**src/rtl/rr_dispatch_pkg.sv**
```systemverilog
// rtl/rr_dispatch_pkg.sv - shared defaults and bit helpers for rr_dispatch (see RR_DISPATCH_STRICT_EN in rr_dispatch.sv)
package rr_dispatch_pkg;

  localparam int DEFAULT_DW = 32;

  // Helpers work on a fixed wide vector; callers zero-extend in and cast back to WIDTH.
  localparam int MAX_WIDTH = 64;
  typedef logic [MAX_WIDTH-1:0] vec_t;

  // Lowest set bit of v as a one-hot vector (zero when v is zero).
  function automatic vec_t onehot_lsb(input vec_t v);
    return v & (~v + vec_t'(1));
  endfunction

  // Bits strictly above the set bit of a one-hot vector (zero for a zero input).
  function automatic vec_t mask_above(input vec_t oh);
    return ~(oh | (oh - vec_t'(1)));
  endfunction

endpackage

```
**src/rtl/rr_dispatch_pick.sv**
```systemverilog
// rtl/rr_dispatch_pick.sv - masked lowest-index pick with wrap-around to the unmasked set
module rr_dispatch_pick
  import rr_dispatch_pkg::*;
#(
  parameter int WIDTH = 4
) (
  input  logic [WIDTH-1:0] can_acc,
  input  logic [WIDTH-1:0] prio_mask,
  output logic [WIDTH-1:0] sel
);

  vec_t masked_x;
  vec_t avail_x;

  // Prefer channels above the last grant; fall back to the lowest free channel.
  always_comb begin
    masked_x = '0;
    avail_x  = '0;
    masked_x[WIDTH-1:0] = can_acc & prio_mask;
    avail_x[WIDTH-1:0]  = can_acc;
    if (|masked_x) begin
      sel = WIDTH'(onehot_lsb(masked_x));
    end else begin
      sel = WIDTH'(onehot_lsb(avail_x));
    end
  end

endmodule

```
**src/rtl/rr_dispatch.sv**
```systemverilog
// rtl/rr_dispatch.sv - round-robin dispatcher, one stream to WIDTH registered channels; RR_DISPATCH_STRICT_EN selects strict rotation
module rr_dispatch
  import rr_dispatch_pkg::*;
#(
  parameter int WIDTH = 4,
  parameter int DW    = DEFAULT_DW
) (
  input  logic                clk,
  input  logic                rst,
  input  logic                in_vld,
  output logic                in_rdy,
  input  logic [DW-1:0]       in_data,
  output logic [WIDTH-1:0]    out_vld,
  input  logic [WIDTH-1:0]    out_rdy,
  output logic [WIDTH*DW-1:0] out_data,
  output logic [WIDTH-1:0]    out_sel
);

  logic [WIDTH-1:0] can_acc;
  logic [WIDTH-1:0] sel;
  logic             fire;

  // A slot can take a beat when empty or when it is being drained this cycle.
  assign can_acc = ~out_vld | out_rdy;
  assign fire    = in_vld & in_rdy;
  assign out_sel = sel & {WIDTH{fire}};

`ifdef RR_DISPATCH_STRICT_EN

  localparam int PTR_W = (WIDTH > 1) ? $clog2(WIDTH) : 1;

  logic [PTR_W-1:0] ptr;

  // Target is fixed by the rotation pointer, so beat k always lands on channel k mod WIDTH.
  always_comb begin
    sel      = '0;
    sel[ptr] = 1'b1;
  end

  assign in_rdy = can_acc[ptr];

  // Advance the pointer one channel per accepted beat.
  always_ff @(posedge clk) begin
    if (rst) begin
      ptr <= '0;
    end else if (fire) begin
      if (ptr == PTR_W'(WIDTH - 1)) begin
        ptr <= '0;
      end else begin
        ptr <= ptr + PTR_W'(1);
      end
    end
  end

`else

  logic [WIDTH-1:0] prio_mask;
  logic [WIDTH-1:0] next_mask;
  vec_t             sel_x;

  rr_dispatch_pick #(
    .WIDTH(WIDTH)
  ) u_pick (
    .can_acc  (can_acc),
    .prio_mask(prio_mask),
    .sel      (sel)
  );

  assign in_rdy = |can_acc;

  // Next search starts just above the channel granted now.
  always_comb begin
    sel_x = '0;
    sel_x[WIDTH-1:0] = sel;
    next_mask = WIDTH'(mask_above(sel_x));
  end

  // Priority mask only moves on an accepted beat.
  always_ff @(posedge clk) begin
    if (rst) begin
      prio_mask <= '1;
    end else if (fire) begin
      prio_mask <= next_mask;
    end
  end

`endif

  // Per-channel output registers: refill on grant, otherwise clear valid once drained.
  always_ff @(posedge clk) begin
    if (rst) begin
      out_vld  <= '0;
      out_data <= '0;
    end else begin
      for (int i = 0; i < WIDTH; i++) begin
        if (fire && sel[i]) begin
          out_vld[i]           <= 1'b1;
          out_data[i*DW +: DW] <= in_data;
        end else if (out_rdy[i]) begin
          out_vld[i] <= 1'b0;
        end
      end
    end
  end

endmodule

```
**config.mk**
```make
export PLATFORM = sky130hd
export DESIGN_NAME = rr_dispatch
export DESIGN_NICKNAME = d
export VERILOG_FILES = /design/src/rtl/rr_dispatch_pkg.sv /design/src/rtl/rr_dispatch_pick.sv /design/src/rtl/rr_dispatch.sv
export SDC_FILE = /design/constraint.sdc
export NUM_CORES = 1
export LEC_CHECK = 0
export CORE_MARGIN = 4
export CORE_UTILIZATION = 45
export CTS_BUF_LIST = sky130_fd_sc_hd__clkbuf_16
export DETAILED_ROUTE_END_ITERATION = 12
export DONT_BUFFER_PORTS = 1
export SETUP_SLACK_MARGIN = 0.3
export SKIP_LAST_GASP = 1
export SYNTH_ARGS = -nofsm -noshare
export SYNTH_HDL_FRONTEND = slang
export SYNTH_SLANG_ARGS = --single-unit
```
**constraint.sdc**
```tcl
create_clock -name clk -period 4.4 [get_ports clk]
set_clock_uncertainty 0.15 [all_clocks]
set_input_delay 1.32 -clock clk [delete_from_list [all_inputs] [get_ports clk]]
set_output_delay 1.32 -clock clk [all_outputs]
set_load 0.1 [all_outputs]
```
* Yosys cells after proc, flatten, opt, wreduce, memory -nomap -nowiden
Cells that the tools add are included.
Cells by class: $add $sub $neg 3, muxes and demuxes 9, bitwise operators 11, reductions and logical operators 10
Operator list (count):
- $and 4x4->4 | 4
- $not 4->4 | 4
- $add 4x1->4 const B | 2
- $mux 1 | 8
- $or 4x4->4 | 2
- $reduce_bool 2->1 | 4
- $reduce_or 4->1 | 2
- $logic_and 1x1->1 | 4
- $mux 4 | 1
- $sub 4x1->4 const B | 1
- $and 1x1->1 | 1
Word-level totals: flip-flop bits (word level) 136, bits of input ports 39, output and inout port bits 137

* Depth between registers and ports, before layout
depth after elaboration 10, depth in mapped cells 8, depth with buffers taken out 6

* Hierarchy
Synthesis repeated with hierarchy kept, for this count alone.
Second synthesis, totals: cells, all modules 509, area total of the unflattened synthesis 5713.0 um^2
By module, submodules not included:
- rr_dispatch | times used 1, cells an instance 498, area each 5624.1 um^2
- rr_dispatch_pick | times used 1, cells an instance 11, area each 88.8 um^2

* Least setup slack after synthesis
No wires, ideal clock.
path kind input -> output, from input port out_rdy[2], to output port out_sel[1], data arrival time 3.013 ns, data required time 2.930 ns, path slack -0.083 ns, stages 7, path buffers 2, cells stage by stage nand2b_1 buf_6 or4_4 and2_4 nand2b_4 buf_6 inv_2
On the way: elaborated cells on any way between the ends 7, classes of those cells 1 x mux; 4 x bitwise; 2 x reduce/logical
RTL lines:
- from (decl) | line rr_dispatch.sv:14 | input logic [WIDTH-1:0] out_rdy,
- $or 4x4->4 | line rr_dispatch.sv:24 | assign can_acc = ~out_vld | out_rdy;
- $reduce_or 4->1 | line rr_dispatch.sv:69 | assign in_rdy = |can_acc;
- net in_rdy | line rr_dispatch.sv:11 | output logic in_rdy,
- $and 1x1->1 | line rr_dispatch.sv:25 | assign fire = in_vld & in_rdy;
- $and 4x4->4 | line rr_dispatch.sv:26 | assign out_sel = sel & {WIDTH{fire}};
- to (decl) | line rr_dispatch.sv:16 | output logic [WIDTH-1:0] out_sel
The timed path passes the listed nets, and every way through them passes these cells.

* Worst setup path after layout
from input port out_rdy[2], to output port out_sel[0]
On the way: cells in the longest elaborated chain, start to end 5, elaborated cells on any way between the ends 7, classes of those cells 1 x mux; 4 x bitwise; 2 x reduce/logical
Ends and longest elaborated chain:
- $or 4x4->4 * | line rr_dispatch.sv:24
- $and 4x4->4 | line rr_dispatch_pick.sv:19 | masked_x[WIDTH-1:0] = can_acc & prio_mask;
- $reduce_or 4->1 | line rr_dispatch_pick.sv:21 | if (|masked_x) begin
- $mux 4 | line rr_dispatch_pick.sv:21
- $and 4x4->4 * | line rr_dispatch.sv:26
Every way passes the cells marked *; elsewhere a longest branch is shown, timed or not.

==> results.py <==
metrics = {
    "outcome": {
        "status": "finished, final reports clean",
    },
    "place": {
        "numPortBuffers": 0,
        "gp_congestion": 0.831,
        "dp_hpwl_um": 9420,
    },
    "global_route": {
        "grt_pass1_vias": 3997,
        "grt_usage_pct": 21.9,
        "antenna_found_initial": 0,
        "overflow": 0,
        "grt_pass1_wl_um": 22300,
        "grt_max_degree": 117,
    },
    "floorplan": {
        "die_h_um": 115,
        "core_area_um2": 11000,
        "io_pins": 176,
        "rows": 38,
        "initial_core_util_pct": 46.6,
        "dieArea_um2": 13100,
        "die_w_um": 115,
    },
    "routing": {
        "viasPerCell": 5.47,
        "drc_errors": 0,
        "post_drt_wl_per_cell_um": 18.7,
        "vias": 4116,
        "drt_wl_total_um": 14100,
        "drt_iter0_markers": 310,
        "drtAntennaViolNets": 0,
        "met1_length_um": 5620,
        "firstDrtPassIters": 5,
        "wl_met3_um": 1510,
        "wl_met2_um": 6780,
        "maxUsedRoutingLayer": "met4",
    },
    "cells_and_area": {
        "nFillCells": 1050,
        "multi_input_area_um2": 2140,
        "n_antenna_cell": 0,
        "utilization_pct": 52.0,
        "drive_gt1_share_pct": 11.8,
        "nNetsFinal": 642,
        "ff_latch_area_um2": 2720,
        "area_delta_synth_final_pct": 11.5,
        "final_common_cell": "nand2_1",
        "final_cell_mix": "nand2_1 (225), dfxtp_1 (136), a21oi_1 (101)",
    },
    "timing": {
        "setup-tns-final_ns": 0,
        "slew_headroom_pct": 30.0,
        "period_share_pct": 91.4,
        "rsz0062_at_grt": "no",
        "setup_viol": 0,
        "fmax_mhz": 249,
        "fin_crit_ns": 4.02,
        "max_slew.worst_pin.slew_ns": 1.05,
        "hold_viol_final": 0,
        "final_max_slew_viol_count": 0,
    },
    "cts": {
        "clockBufferDepth": 2,
        "cts_buffers": 17,
        "clock_sink_count": 136,
        "clk_pin_slew_worst_paths_ns": 0.05,
        "clockRootBuffer": "clkbuf_16",
        "cts_tree": "built",
        "h-tree-depth": 4,
        "clock_latency_ns": 0.40,
    },
    "worst_setup_path": {
        "crit_path_end_kind": "primary output",
        "crit_family": "buffers and inverters",
        "criticalPathCategory": "input port to primary output",
        "critPathBufInv": 3,
        "slowest_stage": "a222oi_1",
        "crit_fanout": 18,
        "max_stage_delay_ns": 0.38,
        "cp.arrival_ns": 2.55,
        "cp_cell_sequence": "nand2b_1 -> a222oi_1 -> buf_4 -> o211ai_4 -> inv_2 -> buf_12",
        "worstPathRequired_ns": 2.93,
        "start_kind": "input port",
        "timing.reg2reg.setup_slack_ns": 1.81,
    },
    "synthesis": {
        "ys_ff_latch": 136,
        "yosysWarnings": 0,
        "postSynth.asyncResetShare_pct": 0,
        "syn_nets": 655,
        "synth_ff_type": "dfxtp_1",
        "synth_top_cell_area_share_pct": 53.2,
        "syn-cell-area_um2": 5120,
        "syn_inst": 616,
        "synth_area_leaders": "dfxtp_1 (53%), nand2_1 (16%), a21oi_1 (9.9%)",
        "ys_types": 32,
        "synth-seq-area-share_pct": 53.2,
        "synth_edf_count": 0,
        "syn_avg_cell_area_um2": 8.31,
        "synth_largest_area_cell": "dfxtp_1",
    },
    "worst_hold_path": {
        "worstHoldPathType": "flop to flop",
    },
    "run": {
        "cap_viol_max_count": 0,
    },
    "power": {
        "ir_drop_mv": 0.339,
        "power_density_nw_per_um2": 523,
        "leakage_nw": 2.02,
    },
}
-- cell type report --
cell class | count | share of cell area, %
clock buffer | 17 | 7.45
clock inverter | 11 | 1.27
inverter | 6 | 0.723
multi-input combinational | 426 | 37.5
sequential | 136 | 47.7
tap | 140 | 3.07
timing repair buffer | 16 | 2.32
-- synthesized netlist by cell type, types with 2 or more instances --
| cell type | number |
|---|---|
| o21ai_0 | 6 |
| o21ai_1 | 18 |
| nor2b_1 | 10 |
| a21oi_1 | 101 |
| nand2b_1 | 5 |
| buf_4 | 9 |
| nor3_1 | 2 |
| nand2b_4 | 2 |
| nand2_1 | 225 |
| buf_8 | 2 |
| o211ai_1 | 22 |
| buf_6 | 2 |
| dfxtp_1 | 136 |
| buf_2 | 7 |
| o21ai_2 | 20 |
| inv_2 | 5 |
| clkbuf_1 | 28 |
| o211ai_4 | 2 |
-- power breakdown --
part | switching, W | total (W) | internal, W
sequential | 0.000324 | 0.00160 | 0.00128
clock | 0.000473 | 0.00122 | 0.000744
combinational | 0.000116 | 0.000167 | 0.0000514
total | 0.000913 | 0.00298 | 0.00207
-- path summary, 6_finish.rpt --
check        startpoint            to  depth (start not counted)
max          out_rdy[2]    out_sel[0]                          6
min reg2reg  out_vld[1]    out_vld[1]                          2
max reg2reg  out_vld[3]  out_data[47]                          7
min          out_vld[1]    out_vld[1]                          2
-- per-layer routing --
| layer | vias up | track usage, % |
|---|---|---|
| met1 | 1936 | 25.6 |
| met5 | - | 0 |
| met2 | 147 | 35.0 |
| met3 | 13 | 10.3 |
| met4 | 0 | 8.08 |
| li1 | 2020 | - |
-- metrics by stage --
step                hold slack [ns]  power [W]  instance area (um^2)  cells  setup WS (ns)
floorplan                     0.370    0.00177                  5150    616         0.0553
global placement              0.411    0.00179                  5200    723          0.369
detailed placement            0.425    0.00180                  5200    723          0.304
CTS                           0.433    0.00301                  5700    751          0.302
global route                  0.451    0.00310                  5710    752          0.321
finish                        0.429    0.00298                  5710    752          0.378
-- logic make-up after synthesis --
kind of cell	count (synthesis)	share of synthesized area [%]
compound gates	178	21.6
flops	136	53.2
buf+inv	54	5.52
simple gates	248	19.7
-- registers in the layout (all words and copies together) (netlist names) --
| name | count |
|---|---|
| prio_mask | 4 |
| out_data | 128 |
| out_vld | 4 |
-- repair_timing --
item | 4_1_cts | 5_1_grt
endpoints found under the setup margin | 0 | 3
setup buffers | 0 | 1
hold buffers | 0 | 0
resized for setup | 0 | 2
endpoints found under the hold margin | 0 | 0
-- worst reg2reg max path: stages (launching register included) --
cell,delay [ns]
dfxtp_1,0.30
buf_4,0.29
nand2b_4,0.13
or4_4,0.55
buf_4,0.25
nand2_2,0.55
o211ai_1,0.16
o21ai_1,0.13
Power figures use the tool's default switching activity.
